[src/rtl/fpu_cmp_fcc_stage_pkg.sv]
// Shared FPU compare definitions: fcc encodings and the request/result bundles
// carried through the compare pipeline.
package fpu_cmp_fcc_stage_pkg;

  typedef enum logic [1:0] {
    FCC_EQ = 2'd0,
    FCC_LT = 2'd1,
    FCC_GT = 2'd2,
    FCC_UN = 2'd3
  } fcc_e;

  // neq/gt are the reduced |rs2| != |rs1| and |rs2| > |rs1| from the magnitude reducer
  typedef struct packed {
    logic       neq;
    logic       gt;
    logic       rs1_sign;
    logic       rs2_sign;
    logic       rs1_zero;
    logic       rs2_zero;
    logic       rs1_nan;
    logic       rs2_nan;
    logic       rs1_snan;
    logic       rs2_snan;
    logic       cmpe;
    logic [1:0] fcc_id;
  } cmp_req_t;

  typedef struct packed {
    fcc_e       fcc;
    logic       nv;
    logic [1:0] fcc_id;
  } cmp_res_t;

endpackage

[src/rtl/fpu_cmp_fcc_dec.sv]
// Combinational fcc/nv decode of a registered compare request.
// Sits between the S1 and S2 registers of the compare stage.
module fpu_cmp_fcc_dec
  import fpu_cmp_fcc_stage_pkg::*;
(
  input  cmp_req_t req,
  output cmp_res_t res
);

  logic any_nan;

  assign any_nan = req.rs1_nan | req.rs2_nan;

  always_comb begin
    res        = '0;
    res.fcc_id = req.fcc_id;
    res.nv     = req.rs1_snan | req.rs2_snan | (req.cmpe & any_nan);

    if (any_nan) begin
      res.fcc = FCC_UN;
    end else if (req.rs1_zero && req.rs2_zero) begin
      res.fcc = FCC_EQ;
    end else if (req.rs1_sign != req.rs2_sign) begin
      res.fcc = req.rs1_sign ? FCC_LT : FCC_GT;
    end else if (!req.neq) begin
      res.fcc = FCC_EQ;
    end else if (!req.rs1_sign) begin
      res.fcc = req.gt ? FCC_LT : FCC_GT;
    end else begin
      // both negative: larger magnitude means smaller value
      res.fcc = req.gt ? FCC_GT : FCC_LT;
    end
  end

endmodule

[src/rtl/fpu_cmp_fcc_stage.sv]
// Two-stage FP compare pipeline producing fcc and invalid flag with valid/ready
// handshakes on both sides; flush kills every in-flight request.
module fpu_cmp_fcc_stage
  import fpu_cmp_fcc_stage_pkg::*;
(
  input  logic       clk,
  input  logic       rst,
  input  logic       in_vld,
  output logic       in_rdy,
  input  logic       din2_neq_din1,
  input  logic       din2_gt_din1,
  input  logic       rs1_sign,
  input  logic       rs2_sign,
  input  logic       rs1_zero,
  input  logic       rs2_zero,
  input  logic       rs1_nan,
  input  logic       rs2_nan,
  input  logic       rs1_snan,
  input  logic       rs2_snan,
  input  logic       cmpe,
  input  logic [1:0] fcc_id,
  input  logic       flush,
  output logic       out_vld,
  input  logic       out_rdy,
  output logic [1:0] out_fcc,
  output logic       out_nv,
  output logic [1:0] out_fcc_id
);

  cmp_req_t in_req;
  cmp_req_t s1_req;
  cmp_res_t dec_res;
  cmp_res_t s2_res;
  logic     s1_vld;
  logic     s2_vld;
  logic     s1_adv;
  logic     s1_load;

  always_comb begin
    in_req          = '0;
    in_req.neq      = din2_neq_din1;
    in_req.gt       = din2_gt_din1;
    in_req.rs1_sign = rs1_sign;
    in_req.rs2_sign = rs2_sign;
    in_req.rs1_zero = rs1_zero;
    in_req.rs2_zero = rs2_zero;
    in_req.rs1_nan  = rs1_nan;
    in_req.rs2_nan  = rs2_nan;
    in_req.rs1_snan = rs1_snan;
    in_req.rs2_snan = rs2_snan;
    in_req.cmpe     = cmpe;
    in_req.fcc_id   = fcc_id;
  end

  assign s1_adv  = !s2_vld || out_rdy;
  assign s1_load = !s1_vld || s1_adv;
  // flush forces in_rdy low so nothing is accepted in the cycle being killed
  assign in_rdy  = s1_load && !flush;

  always_ff @(posedge clk or posedge rst) begin
    if (rst) begin
      s1_vld <= 1'b0;
      s1_req <= '0;
    end else if (flush) begin
      s1_vld <= 1'b0;
    end else if (s1_load) begin
      s1_vld <= in_vld;
      if (in_vld) begin
        s1_req <= in_req;
      end
    end
  end

  fpu_cmp_fcc_dec u_dec (
    .req (s1_req),
    .res (dec_res)
  );

  // S2 only reloads when empty or draining, so outputs hold under backpressure
  always_ff @(posedge clk or posedge rst) begin
    if (rst) begin
      s2_vld <= 1'b0;
      s2_res <= '0;
    end else if (flush) begin
      s2_vld <= 1'b0;
    end else if (s1_adv) begin
      s2_vld <= s1_vld;
      if (s1_vld) begin
        s2_res <= dec_res;
      end
    end
  end

  assign out_vld    = s2_vld;
  assign out_fcc    = s2_res.fcc;
  assign out_nv     = s2_res.nv;
  assign out_fcc_id = s2_res.fcc_id;

endmodule

[config.mk]
export PLATFORM = sky130hd
export DESIGN_NAME = fpu_cmp_fcc_stage
export DESIGN_NICKNAME = d
export VERILOG_FILES = /design/src/rtl/fpu_cmp_fcc_stage_pkg.sv /design/src/rtl/fpu_cmp_fcc_dec.sv /design/src/rtl/fpu_cmp_fcc_stage.sv
export SDC_FILE = /design/constraint.sdc
export NUM_CORES = 1
export LEC_CHECK = 0
export BUFFER_PORTS_ARGS = -buffer_cell sky130_fd_sc_hd__buf_2
export CORE_ASPECT_RATIO = 1.1
export CORE_MARGIN = 10
export CORE_UTILIZATION = 40
export DETAILED_ROUTE_END_ITERATION = 8
export MAX_ROUTING_LAYER = met4
export PLACE_DENSITY_LB_ADDON = 0.08
export SYNTH_ARGS = -nofsm -noshare
export SYNTH_HDL_FRONTEND = slang
export SYNTH_SLANG_ARGS = --single-unit
[constraint.sdc]
create_clock -name clk -period 2.7 [get_ports clk]
set_clock_uncertainty 0.1 [all_clocks]
set_input_delay 0.27 -clock clk [delete_from_list [all_inputs] [get_ports clk]]
set_output_delay 0.27 -clock clk [all_outputs]
set_load 0.02 [all_outputs]
== Yosys cells after proc, flatten, opt, wreduce, memory -nomap -nowiden ==
Cells that the tools add are included.

* Register bits after elaboration: 20
* Input bits: 18
* Output and inout bits: 7
* Word-level logic and storage cells: 46

* Eq/ne operators: 1
* Mux-type cells: 12
* Bitwise gates (word level): 5
* Reduce and logical (&&, ||, !) cells: 11

{| class="wikitable"
|+ Operators with widths
! kind !! number
|-
| two-way mux 2 bit || 8
|-
| AND reduction 3 bit || 2
|-
| two-way mux 1 bit || 4
|-
| nonzero test 2 bit || 2
|-
| zero test 1 bit || 3
|-
| OR 1 bit || 3
|-
| logical AND 1 bit || 2
|-
| logical OR 1 bit || 2
|-
| bitwise AND 1 bit || 1
|-
| != test 1 bit || 1
|-
| NOT 1 bit || 1
|}

== Longest topological paths before layout ==
Gate-level depths: netlist of run 1.

* Word-level depth: 6
* Mapped depth: 5
* Depth with buffers taken out: 4

== Hierarchy ==
A second synthesis of run 1 with hierarchy kept.

* Cells, all modules: 65
* Area, all modules: 919.6 µm²

{| class="wikitable"
|+ By module, submodules not included
! module !! instances !! cells each !! area each (µm²) !! sequential area each (µm²)
|-
| fpu_cmp_fcc_stage || 1 || 50 || 828.3 || 500.5
|-
| fpu_cmp_fcc_dec || 1 || 15 || 91.3 || 0.0
|}

== Least setup slack after synthesis of run 1 ==
No wires, ideal clock.

* Kind: reg2reg
* From: register s2_vld, in the netlist out_vld
* To: register s1_req[10] in the netlist's numbering
* Setup time: 0.125 ns
* Data arrival time: 1.294 ns
* Required time: 2.475 ns
* Path slack: 1.181 ns
* Cell stages (with the launch flop): 6
* Buffers on the path: 1
* Clock period less this slack: 1.519 ns
* Path through: dfrtp_1 > nor2b_4 > nand2_2 > nand3b_4 > buf_12 > mux2_4

* Longest elaborated chain between the ends: 4

{| class="wikitable"
|+ Ends and longest elaborated chain
! what !! RTL line !! source
|-
| start, declared || fpu_cmp_fcc_stage.sv:35 || <nowiki>logic s2_vld;</nowiki>
|-
| start signal, assigned || fpu_cmp_fcc_stage.sv:87 || <nowiki>s2_vld <= s1_vld;</nowiki>
|-
| zero test 1 bit || fpu_cmp_fcc_stage.sv:55 || <nowiki>assign s1_adv = !s2_vld || out_rdy;</nowiki>
|-
| logical OR 1 bit || fpu_cmp_fcc_stage.sv:55 ||
|-
| logical OR 1 bit || fpu_cmp_fcc_stage.sv:56 || <nowiki>assign s1_load = !s1_vld || s1_adv;</nowiki>
|-
| AND reduction 3 bit (no source line) || - ||
|-
| end signal, assigned || fpu_cmp_fcc_stage.sv:69 || <nowiki>s1_req <= in_req;</nowiki>
|-
| end, declared || fpu_cmp_fcc_stage.sv:31 || <nowiki>cmp_req_t s1_req;</nowiki>
|}

No other way between the ends.
A chain may end at the register's enable or synchronous reset.

== Final worst setup path of run 1 ==
* From: register s2_vld, in the netlist out_vld
* To: output port in_rdy

* Longest elaborated chain between the ends: 4

{| class="wikitable"
|+ Ends and longest elaborated chain
! what !! RTL line !! source
|-
| zero test 1 bit || fpu_cmp_fcc_stage.sv:55 ||
|-
| logical OR 1 bit || fpu_cmp_fcc_stage.sv:55 ||
|-
| logical OR 1 bit || fpu_cmp_fcc_stage.sv:56 ||
|-
| logical AND 1 bit || fpu_cmp_fcc_stage.sv:58 || <nowiki>assign in_rdy = s1_load && !flush;</nowiki>
|-
| end, declared || fpu_cmp_fcc_stage.sv:9 || <nowiki>output logic in_rdy,</nowiki>
|}

No other way between the ends.

==> results of run 1 <==
cell type report:
type | count | area (um2)
flip-flops and latches | 20 | 500
repair buffers | 24 | 120
clock buffers | 4 | 36.3
multi-input cells | 40 | 387
well taps | 30 | 37.5
fillers | 226 | 1120
inverters | 2 | 7.51
power breakdown:
group	internal (mW)	total (mW)	switching (mW)
clock	0.0822	0.172	0.0903
combinational	0.0936	0.172	0.0779
sequential	0.350	0.388	0.0383
flip-flops by register name, summed over array words and instances (netlist names):
name	flops
s1_req	13
out_fcc	2
out_fcc_id	2
out_nv	1
out_vld	1
s1_vld	1
placed cells by master, fill, tap and decap left out, drive strengths merged:
| cell type | count |
|---|---|
| dfrtp | 20 |
| a311o | 1 |
| o21ai | 2 |
| a21oi | 5 |
| nor2 | 7 |
| inv | 2 |
| mux2 | 16 |
| nor2b | 1 |
| a211oi | 1 |
| nand3b | 2 |
| clkbuf | 4 |
| nor3b | 1 |
| nand2 | 2 |
| buf | 24 |
| a31oi | 2 |
per-stage QoR:
step	power, mW	instance area (um2)	instances	hold WS (ns)	setup WS (ns)
2_1_floorplan	0.511	915	63	0.134	1.18
3_3_place_gp	0.562	1050	116	0.335	1.22
3_5_place_dp	0.567	1050	116	0.339	1.22
4_1_cts	0.739	1090	120	0.00932	1.18
5_1_grt	0.774	1090	120	0.0322	1.15
6_report	0.732	1090	120	-0.0234	1.20
final timing paths:
check / start / to / slack, ns / cells past startpoint
worst max-delay path: out_vld / in_rdy / 1.20 / 3
worst min-delay path: rst / out_fcc_id[0] / -0.02 / 2
worst min register to register: s1_req[8] / s1_req[8] / 0.43 / 1
min in group clk: rs1_sign / s1_req[10] / 0.09 / 2
max in group asynchronous: rst / s1_req[3] / 2.06 / 2
worst max register to register: out_vld / s1_req[12] / 1.25 / 4
layer usage:
layer / global-route usage [%] / part of all wire (%)
met5: - / 0
met4: 3.57 / 0.69
met1: 9.41 / 44
met3: 2.87 / 6.1
met2: 12.5 / 49
logic make-up (layout without fill, tap and decap cells):
family	after synthesis	in the layout	synth area share [%]
mux	16	16	24.6
compound gates	11	11	7.11
buf+inv	3	30	3.01
simple gates	13	13	10.5
flops	20	20	54.7
==> results by group, run 1 <==
Detailed routing
  • Vias: 583
  • DRT Wirelength: 1750 um
  • First-pass iteration count of the detailed router: 2
  • Drt wl/cell: 14.6 um
  • # DRC: 0
  • Vias per cell: 4.86
  • 1st-iter DRT viols: 16
  • DRT antenna net count: 0

Logic synthesis
  • Sequential share of the synthesized area: 54.7%
  • Post-synth ARST share: 100%
  • Area contributors post-synth: dfrtp_1 55%, mux2_4 20%, mux2_2 4.9%
  • Seq cells post-synth: 20
  • Post-synth top area cell: dfrtp_1
  • Synth top area share: 54.7%
  • Post-synth cell types: 17
  • Net Count, Synth: 81
  • Cell area after synthesis: 915 um2
  • Number of flops mapped to enable cells by yosys: 0
  • Synth Flop Type: dfrtp_1
  • Ys Warns: 0
  • Mean Syn Cell Area: 14.5 um2
  • Mapped Cells: 63
  • Post-synth top cells: 20 x dfrtp_1, 12 x mux2_4, 7 x nor2_1
  • Count leader, synth: dfrtp_1

Floorplan
  • Core area: 2210 um2
  • Die Area: 4600 um2
  • Die height: 70.2 um
  • Ports: 25
  • Die width: 65.6 um
  • Initial Util: 41.4%
  • Number of core rows: 18

Critical path
  • Crit path DAT: 1.13 ns
  • WS Path Type: register to primary output
  • CP startpoint kind: register
  • Kind of end point of the critical path: primary output
  • Worst path slowest cell: dfrtp_1
  • CP Max Fanout: 5
  • Max stage delay on crit path: 0.39 ns
  • Delay-heaviest family, CP: flip-flops
  • Critical Path RT: 2.33 ns
  • Bufs and invs on worst path: 1
  • Sequence of cells on the critical path: nor2b_4, a21oi_1, buf_2

Global routing
  • First-pass GRT wire length: 2970 um
  • Tot GR Track Use: 8.19%
  • Overflow after GRT: 0
  • Initial antenna violation count: 0
  • Largest net degree at the start of global routing: 21
  • Vias in the first global route: 636

Clock tree
  • Clock Latency Late Sink: 0.30 ns
  • Postcts setup bufs: 0
  • Hold buffers post-CTS: 0
  • Clock transition at the registers of the reported paths: 0.11 ns
  • Resized Gates After CTS: 0
  • CTS tree: yes
  • CTS sink cnt: 20
  • Max Buffers Root-to-Sink: 2
  • CTS buffer count: 3
  • Root buf cell: clkbuf_4
  • # H-tree levels: 1

STA
  • Slew Limit Headroom: 51.1%
  • RSZ-0062 raised after global routing: false
  • FMAX: 0.665 GHz
  • Worst Hold Slack: -0.0234 ns
  • Post-layout minimum cycle time: 1.50 ns
  • Final setup TNS: 0 ns
  • Setup violators final: 0
  • Period utilisation layout: 55.7%
  • Worst-margin pin slew: 0.733 ns
  • Final hold violation count: 20
  • Pins Over Slew Limit: 0

Outcome
  • Outcome: finished with violations
  • Violated checks: negative hold slack

Hold path
  • Worst Hold Class: input pin to async pin

Power and ir drop
  • Max VDD drop: 389 uV
  • Power per cell area: 672 nW/um2
  • P_leak: 0.528 nW

Final layout
  • Layout cells sized above 1: 53.3%
  • Fin util: 49.3%
  • Fin nets: 109
  • Area Growth Syn to Fin: 19.0%
  • Antenna fix cells: 0

Flow run
  • # Max-Cap Violations: 0

Placed design
  • IO Port Bufs: 24
  • HPWL after DPL: 1300 um
  • Gpl congestion: 0.646
Power figures use the tool's default switching activity.
==> run 2, diff against run 1 <==
- clock period: 2.7 -> 1.41 ns (I/O delays scaled with it)
==> results by group, run 2 (synthesis results as in run 1) <==
Global routing
  • Largest net degree at the start of global routing: 21 (unchanged)
  • Initial antenna violation count: 0 (unchanged)
  • Overflow after GRT: 0 (unchanged)
  • First-pass GRT wire length: 3170 um (+6.7%)
  • Tot GR Track Use: 8.68% (+0.49 points)
  • Vias in the first global route: 677 (+6.4%)

Floorplan
  • Die Area: 4600 um2 (unchanged)
  • Number of core rows: 18 (unchanged)
  • Ports: 25 (unchanged)
  • Initial Util: 41.4% (unchanged)
  • Core area: 2210 um2 (unchanged)
  • Die width: 65.6 um (unchanged)
  • Die height: 70.2 um (unchanged)

Detailed routing
  • Drt wl/cell: 13.2 um (-9.1%)
  • # DRC: 0 (unchanged)
  • DRT Wirelength: 1840 um (+5.3%)
  • Vias per cell: 4.61 (-5.1%)
  • First-pass iteration count of the detailed router: 4 (+2)
  • 1st-iter DRT viols: 12 (-4)
  • DRT antenna net count: 0 (unchanged)
  • Vias: 641 (+9.9%)

Power and ir drop
  • P_leak: 0.614 nW (+16%)
  • Max VDD drop: 679 uV (+74%)
  • Power per cell area: 1070 nW/um2 (+59%)

Outcome
  • Violated checks: negative setup slack
  • Outcome: finished with violations

Critical path
  • WS Path Type: register to primary output
  • Worst path slowest cell: dfrtp_2
  • Bufs and invs on worst path: 2 (+1)
  • Sequence of cells on the critical path: nor2b_4, buf_6, a21oi_4, buf_6
  • Cell with the most instances on the worst path: buf_6
  • Max stage delay on crit path: 0.41 ns (+0.02 ns)
  • Crit path DAT: 1.21 ns (+0.08 ns)
  • Critical Path RT: 1.17 ns (-1.16 ns)
  • Reg2Reg Capture Point: s1_req[12]
  • CP Max Fanout: 4 (-1)
  • CP startpoint kind: register
  • Crit path depth: 4 (+1)
  • Kind of end point of the critical path: primary output
  • R2R depth: 4 (unchanged)
  • Delay-heaviest family, CP: flip-flops
  • Reg2reg start: out_vld
  • R2r setup slk: 0 ns (-1.25 ns)

Final layout
  • Top reg by flops: s1_req
  • Max reg flops: 13 (unchanged)
  • Most common cell after layout, fill and taps aside: buf_2
  • # fillers: 195 (-14%)
  • Area Growth Syn to Fin: 41.9%
  • Antenna fix cells: 0 (unchanged)
  • Flip-flop and latch area: 502 um2 (+0.25%)
  • Commonest cells after routing, fill and taps aside: 23 x buf_2, 19 x dfrtp_1, 15 x dlygate4sd3_1, 12 x mux2_4, 7 x nor2_1
  • Fin nets: 128 (+17%)
  • Design area: 1300 um2 (+19%)
  • Area of the multi-input gates: 418 um2 (+8.1%)
  • Layout cells sized above 1: 48.6% (-4.7 points)

STA
  • RSZ-0062 raised after global routing: true
  • Period utilisation layout: 103%
  • Slew Limit Headroom: 82.4% (+31 points)
  • Final hold violation count: 0 (-100%)
  • FMAX: 0.689 GHz
  • Worst-margin pin slew: 0.264 ns (-0.469 ns)
  • Setup violators final: 4 (+4)
  • Post-layout minimum cycle time: 1.45 ns
  • Final WS setup: -0.0407 ns (-1.24 ns)
  • Pins Over Slew Limit: 0 (unchanged)

Placed design
  • IO Port Bufs: 24 (unchanged)
  • Dpl cell area: 1080 um2 (+2.3%)
  • HPWL after DPL: 1270 um (-2.2%)
  • DP Worst Slack: -0.0385 ns (-1.26 ns)
  • Gpl congestion: 0.653 (+1.0%)

Clock tree
  • # H-tree levels: 1 (unchanged)
  • Clock transition at the registers of the reported paths: 0.11 ns (about the same)
  • CTS buffer count: 3 (unchanged)
  • Root buf cell: clkbuf_4
  • CTS sink cnt: 20 (unchanged)
  • CTS tree: yes
  • Clock Latency Late Sink: 0.29 ns (about the same)
  • Max Buffers Root-to-Sink: 2 (unchanged)

Hold path
  • Worst hold stages: 2
  • Worst hold path startpoint: flush
  • Hold EP: s1_vld
  • Worst Hold Class: input pin to register

Flow run
  • # Max-Cap Violations: 0 (unchanged)
run 2: changes by cell type in the layout (fill, tap and decap cells not counted):
cell / change
buf_6: +3
dfrtp_1: -1
buf_2: -1
clkbuf_8: -1
a21oi_4: +1
nand3b_4: +1
dlygate4sd3_1: +15
clkbuf_1: +1
dfrtp_2: +1
a21oi_1: -1
buf_4: +1
run 2: timing repair:
item                                    in CTS  in global routing
gates cloned                                 1                  0
resized for setup                            3                  4
buffers inserted                             0                  0
pin swaps                                    1                  2
hold buffers                                15                  0
endpoints found under the hold margin       34                  0
endpoints found under the setup margin      14                 12
run 2: report_power, final:
part | switching, mW | internal [mW] | leakage, nW
combinational | 0.160 | 0.218 | 0.368
sequential | 0.0672 | 0.670 | 0.231
clock | 0.165 | 0.110 | 0.0150
total | 0.391 | 0.997 | 0.614
run 2: worst max-delay path by stage:
stage	from	end	slack [ns]
3_3_place_gp	out_vld	s1_req[0]	-0.02
3_5_place_dp	out_vld	s1_req[12]	-0.04
4_1_cts	out_vld	in_rdy	-0.04
2_1_floorplan	out_vld	s1_req[10]	-0.05
5_1_grt	out_vld	in_rdy	-0.09
6_report	out_vld	in_rdy	-0.04
run 2: worst reg2reg max path, stage by stage, from the launching register on:
cell      delay (ns)
dfrtp_2         0.37
nor2b_4         0.21
nand2_2         0.12
nand3b_4        0.16
mux2_2          0.35
run 2: area by class of cell:
cell class | count | area share [%]
Inverter | 2 | 0.579
Clock buffer | 4 | 2.03
Tap cell | 30 | 2.89
Sequential cell | 20 | 38.7
Multi-Input combinational cell | 41 | 32.2
Timing Repair Buffer | 42 | 23.6
run 2: per-stage QoR:
stage	cells	utilization (%)	power [mW]	setup TNS [ns]	hold WS (ns)
2_1_floorplan	63	-	0.979	-0.591	0.00476
3_3_place_gp	119	48.8	1.08	-0.0546	0.0773
3_5_place_dp	119	48.8	1.09	-0.143	0.0803
4_1_cts	139	57.7	1.40	-0.185	0.00135
5_1_grt	139	58.8	1.49	-0.274	0.0298
6_report	139	58.8	1.39	-0.0506	0.0309
run 2: metal layers:
metal  routed length, um  vias up  part of all wire, %  GRT usage, %
li1                    -      316                    -             -
met1                 922      301                   50          11.3
met2                 789       20                   43          12.3
met3                 107        4                  5.8          2.39
met4                  21        0                  1.1          3.57
met5                   0        -                    0             -
==> run 3, diff against run 2 <==
- CORE_UTILIZATION: 40 -> 50
==> results by group, run 3 (synthesis results as in run 1) <==
Detailed routing
  • First-pass iteration count of the detailed router: 4 (unchanged)
  • Vias per cell: 5.06 (+9.8%)
  • DRT Wirelength: 1860 um (+0.98%)
  • # DRC: 0 (unchanged)
  • Drt wl/cell: 14.6 um (+11%)
  • 1st-iter DRT viols: 17 (+5)
  • Vias: 643 (+0.31%)
  • DRT antenna net count: 0 (unchanged)

STA
  • Final WS setup: -0.0482 ns (-0.00743 ns)
  • Slew Limit Headroom: 83.5% (+1.1 points)
  • Worst-margin pin slew: 0.248 ns (-0.0161 ns)
  • Period utilisation layout: 103% (+0.53 points)
  • RSZ-0062 raised after global routing: true
  • Pins Over Slew Limit: 0 (unchanged)
  • FMAX: 0.686 GHz (-0.51%)
  • Final hold violation count: 0 (unchanged)
  • Setup violators final: 8 (+4)
  • Post-layout minimum cycle time: 1.46 ns (+0.00743 ns)
  • Final setup TNS: -0.210 ns (-0.159 ns)

Global routing
  • Overflow after GRT: 0 (unchanged)
  • Initial antenna violation count: 0 (unchanged)
  • Vias in the first global route: 730 (+7.8%)
  • Largest net degree at the start of global routing: 21 (unchanged)
  • First-pass GRT wire length: 3180 um (+0.41%)
  • Tot GR Track Use: 10.4% (+1.7 points)

Clock tree
  • Clock Latency Late Sink: 0.29 ns (about the same)
  • Clock transition at the registers of the reported paths: 0.10 ns (about the same)
  • CTS sink cnt: 20 (unchanged)
  • # H-tree levels: 1 (unchanged)
  • CTS buffer count: 3 (unchanged)
  • Root buf cell: clkbuf_4
  • Max Buffers Root-to-Sink: 2 (unchanged)
  • CTS tree: yes

Floorplan
  • Die height: 64.9 um (-7.5%)
  • Die width: 60.8 um (-7.3%)
  • Core area: 1760 um2 (-20%)
  • Die Area: 3940 um2 (-14%)
  • Number of core rows: 16 (-2)
  • Initial Util: 51.9% (+10 points)
  • Ports: 25 (unchanged)

Placed design
  • Gpl congestion: 0.719 (+10%)
  • IO Port Bufs: 24 (unchanged)
  • Placed instance count: 107 (-10%)
  • DP Worst Slack: -0.0559 ns (-0.0174 ns)

Power and ir drop
  • Max VDD drop: 774 uV (+14%)
  • P_leak: 0.615 nW (about the same)
  • Tot Pwr: 1.38 mW (-0.33%)
  • Power per cell area: 1080 nW/um2 (+1.2%)

Final layout
  • Area Growth Syn to Fin: 39.7%
  • # fillers: 134 (-31%)
  • Fin nets: 128 (unchanged)
  • Commonest cells after routing, fill and taps aside: 23 x buf_2, 19 x dfrtp_1, 14 x dlygate4sd3_1, 12 x mux2_4, 7 x nor2_1
  • Top reg by flops: s1_req
  • Layout cells sized above 1: 49.5% (+0.92 points)
  • Flip-flop and latch area: 502 um2 (unchanged)
  • Most common cell after layout, fill and taps aside: buf_2
  • Antenna fix cells: 0 (unchanged)
  • Max reg flops: 13 (unchanged)
  • Fin cells: 127 (-8.6%)
  • Area of the multi-input gates: 410 um2 (-1.8%)

Critical path
  • CP Max Fanout: 6 (+2)
  • Kind of end point of the critical path: register
  • WS Path Type: register to register
  • CP startpoint kind: register
  • Crit path DAT: 1.58 ns (+0.37 ns)
  • Critical Path RT: 1.53 ns (+0.36 ns)

Outcome
  • Violated checks: negative setup slack
  • Outcome: finished with violations

Hold path
  • Worst Hold Class: input pin to register

Flow run
  • # Max-Cap Violations: 0 (unchanged)
run 3: changes by cell type in the layout (fill, tap and decap cells not counted):
cell / delta
dlygate4sd3_1: -1
buf_4: +2
buf_12: +1
buf_6: -2
a21oi_2: +1
a21oi_4: -1
run 3: worst paths after layout:
check,endpoint,depth (start not counted),startpoint,slack (ns)
max,out_nv,6,out_vld,-0.05
max reg2reg,out_nv,6,out_vld,-0.05
max in group asynchronous,out_vld,4,rst,0.69
min,s1_vld,2,flush,0.02
min reg2reg,out_fcc_id[0],1,out_fcc_id[0],0.42
min in group asynchronous,s1_req[5],4,rst,0.31
run 3: worst max-delay path: stages, from the launching register on:
cell and delay [ns]:
dfrtp_2 0.41, nor2b_4 0.14, buf_12 0.12, nor3b_4 0.25, buf_4 0.19, nor2_1 0.05
a31oi_1 0.12
run 3: what timing repair did:
item	CTS	global route
gates cloned	1	0
endpoints found under the setup margin	14	18
hold endpoints to repair	33	0
resized for setup	4	0
setup buffers	1	0
hold buffers	14	0
pin swaps	1	0
run 3: final cells by class:
cell class / count / share of cell area [%]
inverter: 2 / 0.588
timing repair buffer: 42 / 24.2
sequential: 20 / 39.3
tap: 18 / 1.76
clock buffer: 4 / 2.06
multi-input combinational: 41 / 32.1
run 3: power by group:
part	switching (mW)	total [mW]	internal (mW)
sequential	0.0664	0.736	0.670
clock	0.158	0.268	0.110
combinational	0.162	0.380	0.218
run 3: per-stage QoR:
stage          utilization (%)  hold slack, ns  area [um2]
2_1_floorplan                -         0.00476         916
3_3_place_gp              60.2          0.0691        1060
3_5_place_dp              60.2          0.0891        1060
4_1_cts                   72.5          0.0130        1280
5_1_grt                   72.5         0.00385        1280
6_report                  72.5          0.0155        1280
run 3: routing by layer:
metal  track usage, %  vias up  wire [um]
li1                 -      319          -
met1             12.2      305        833
met2             16.8       17        927
met3             1.95        2         94
met4             4.40        0          5
met5                -        -          0
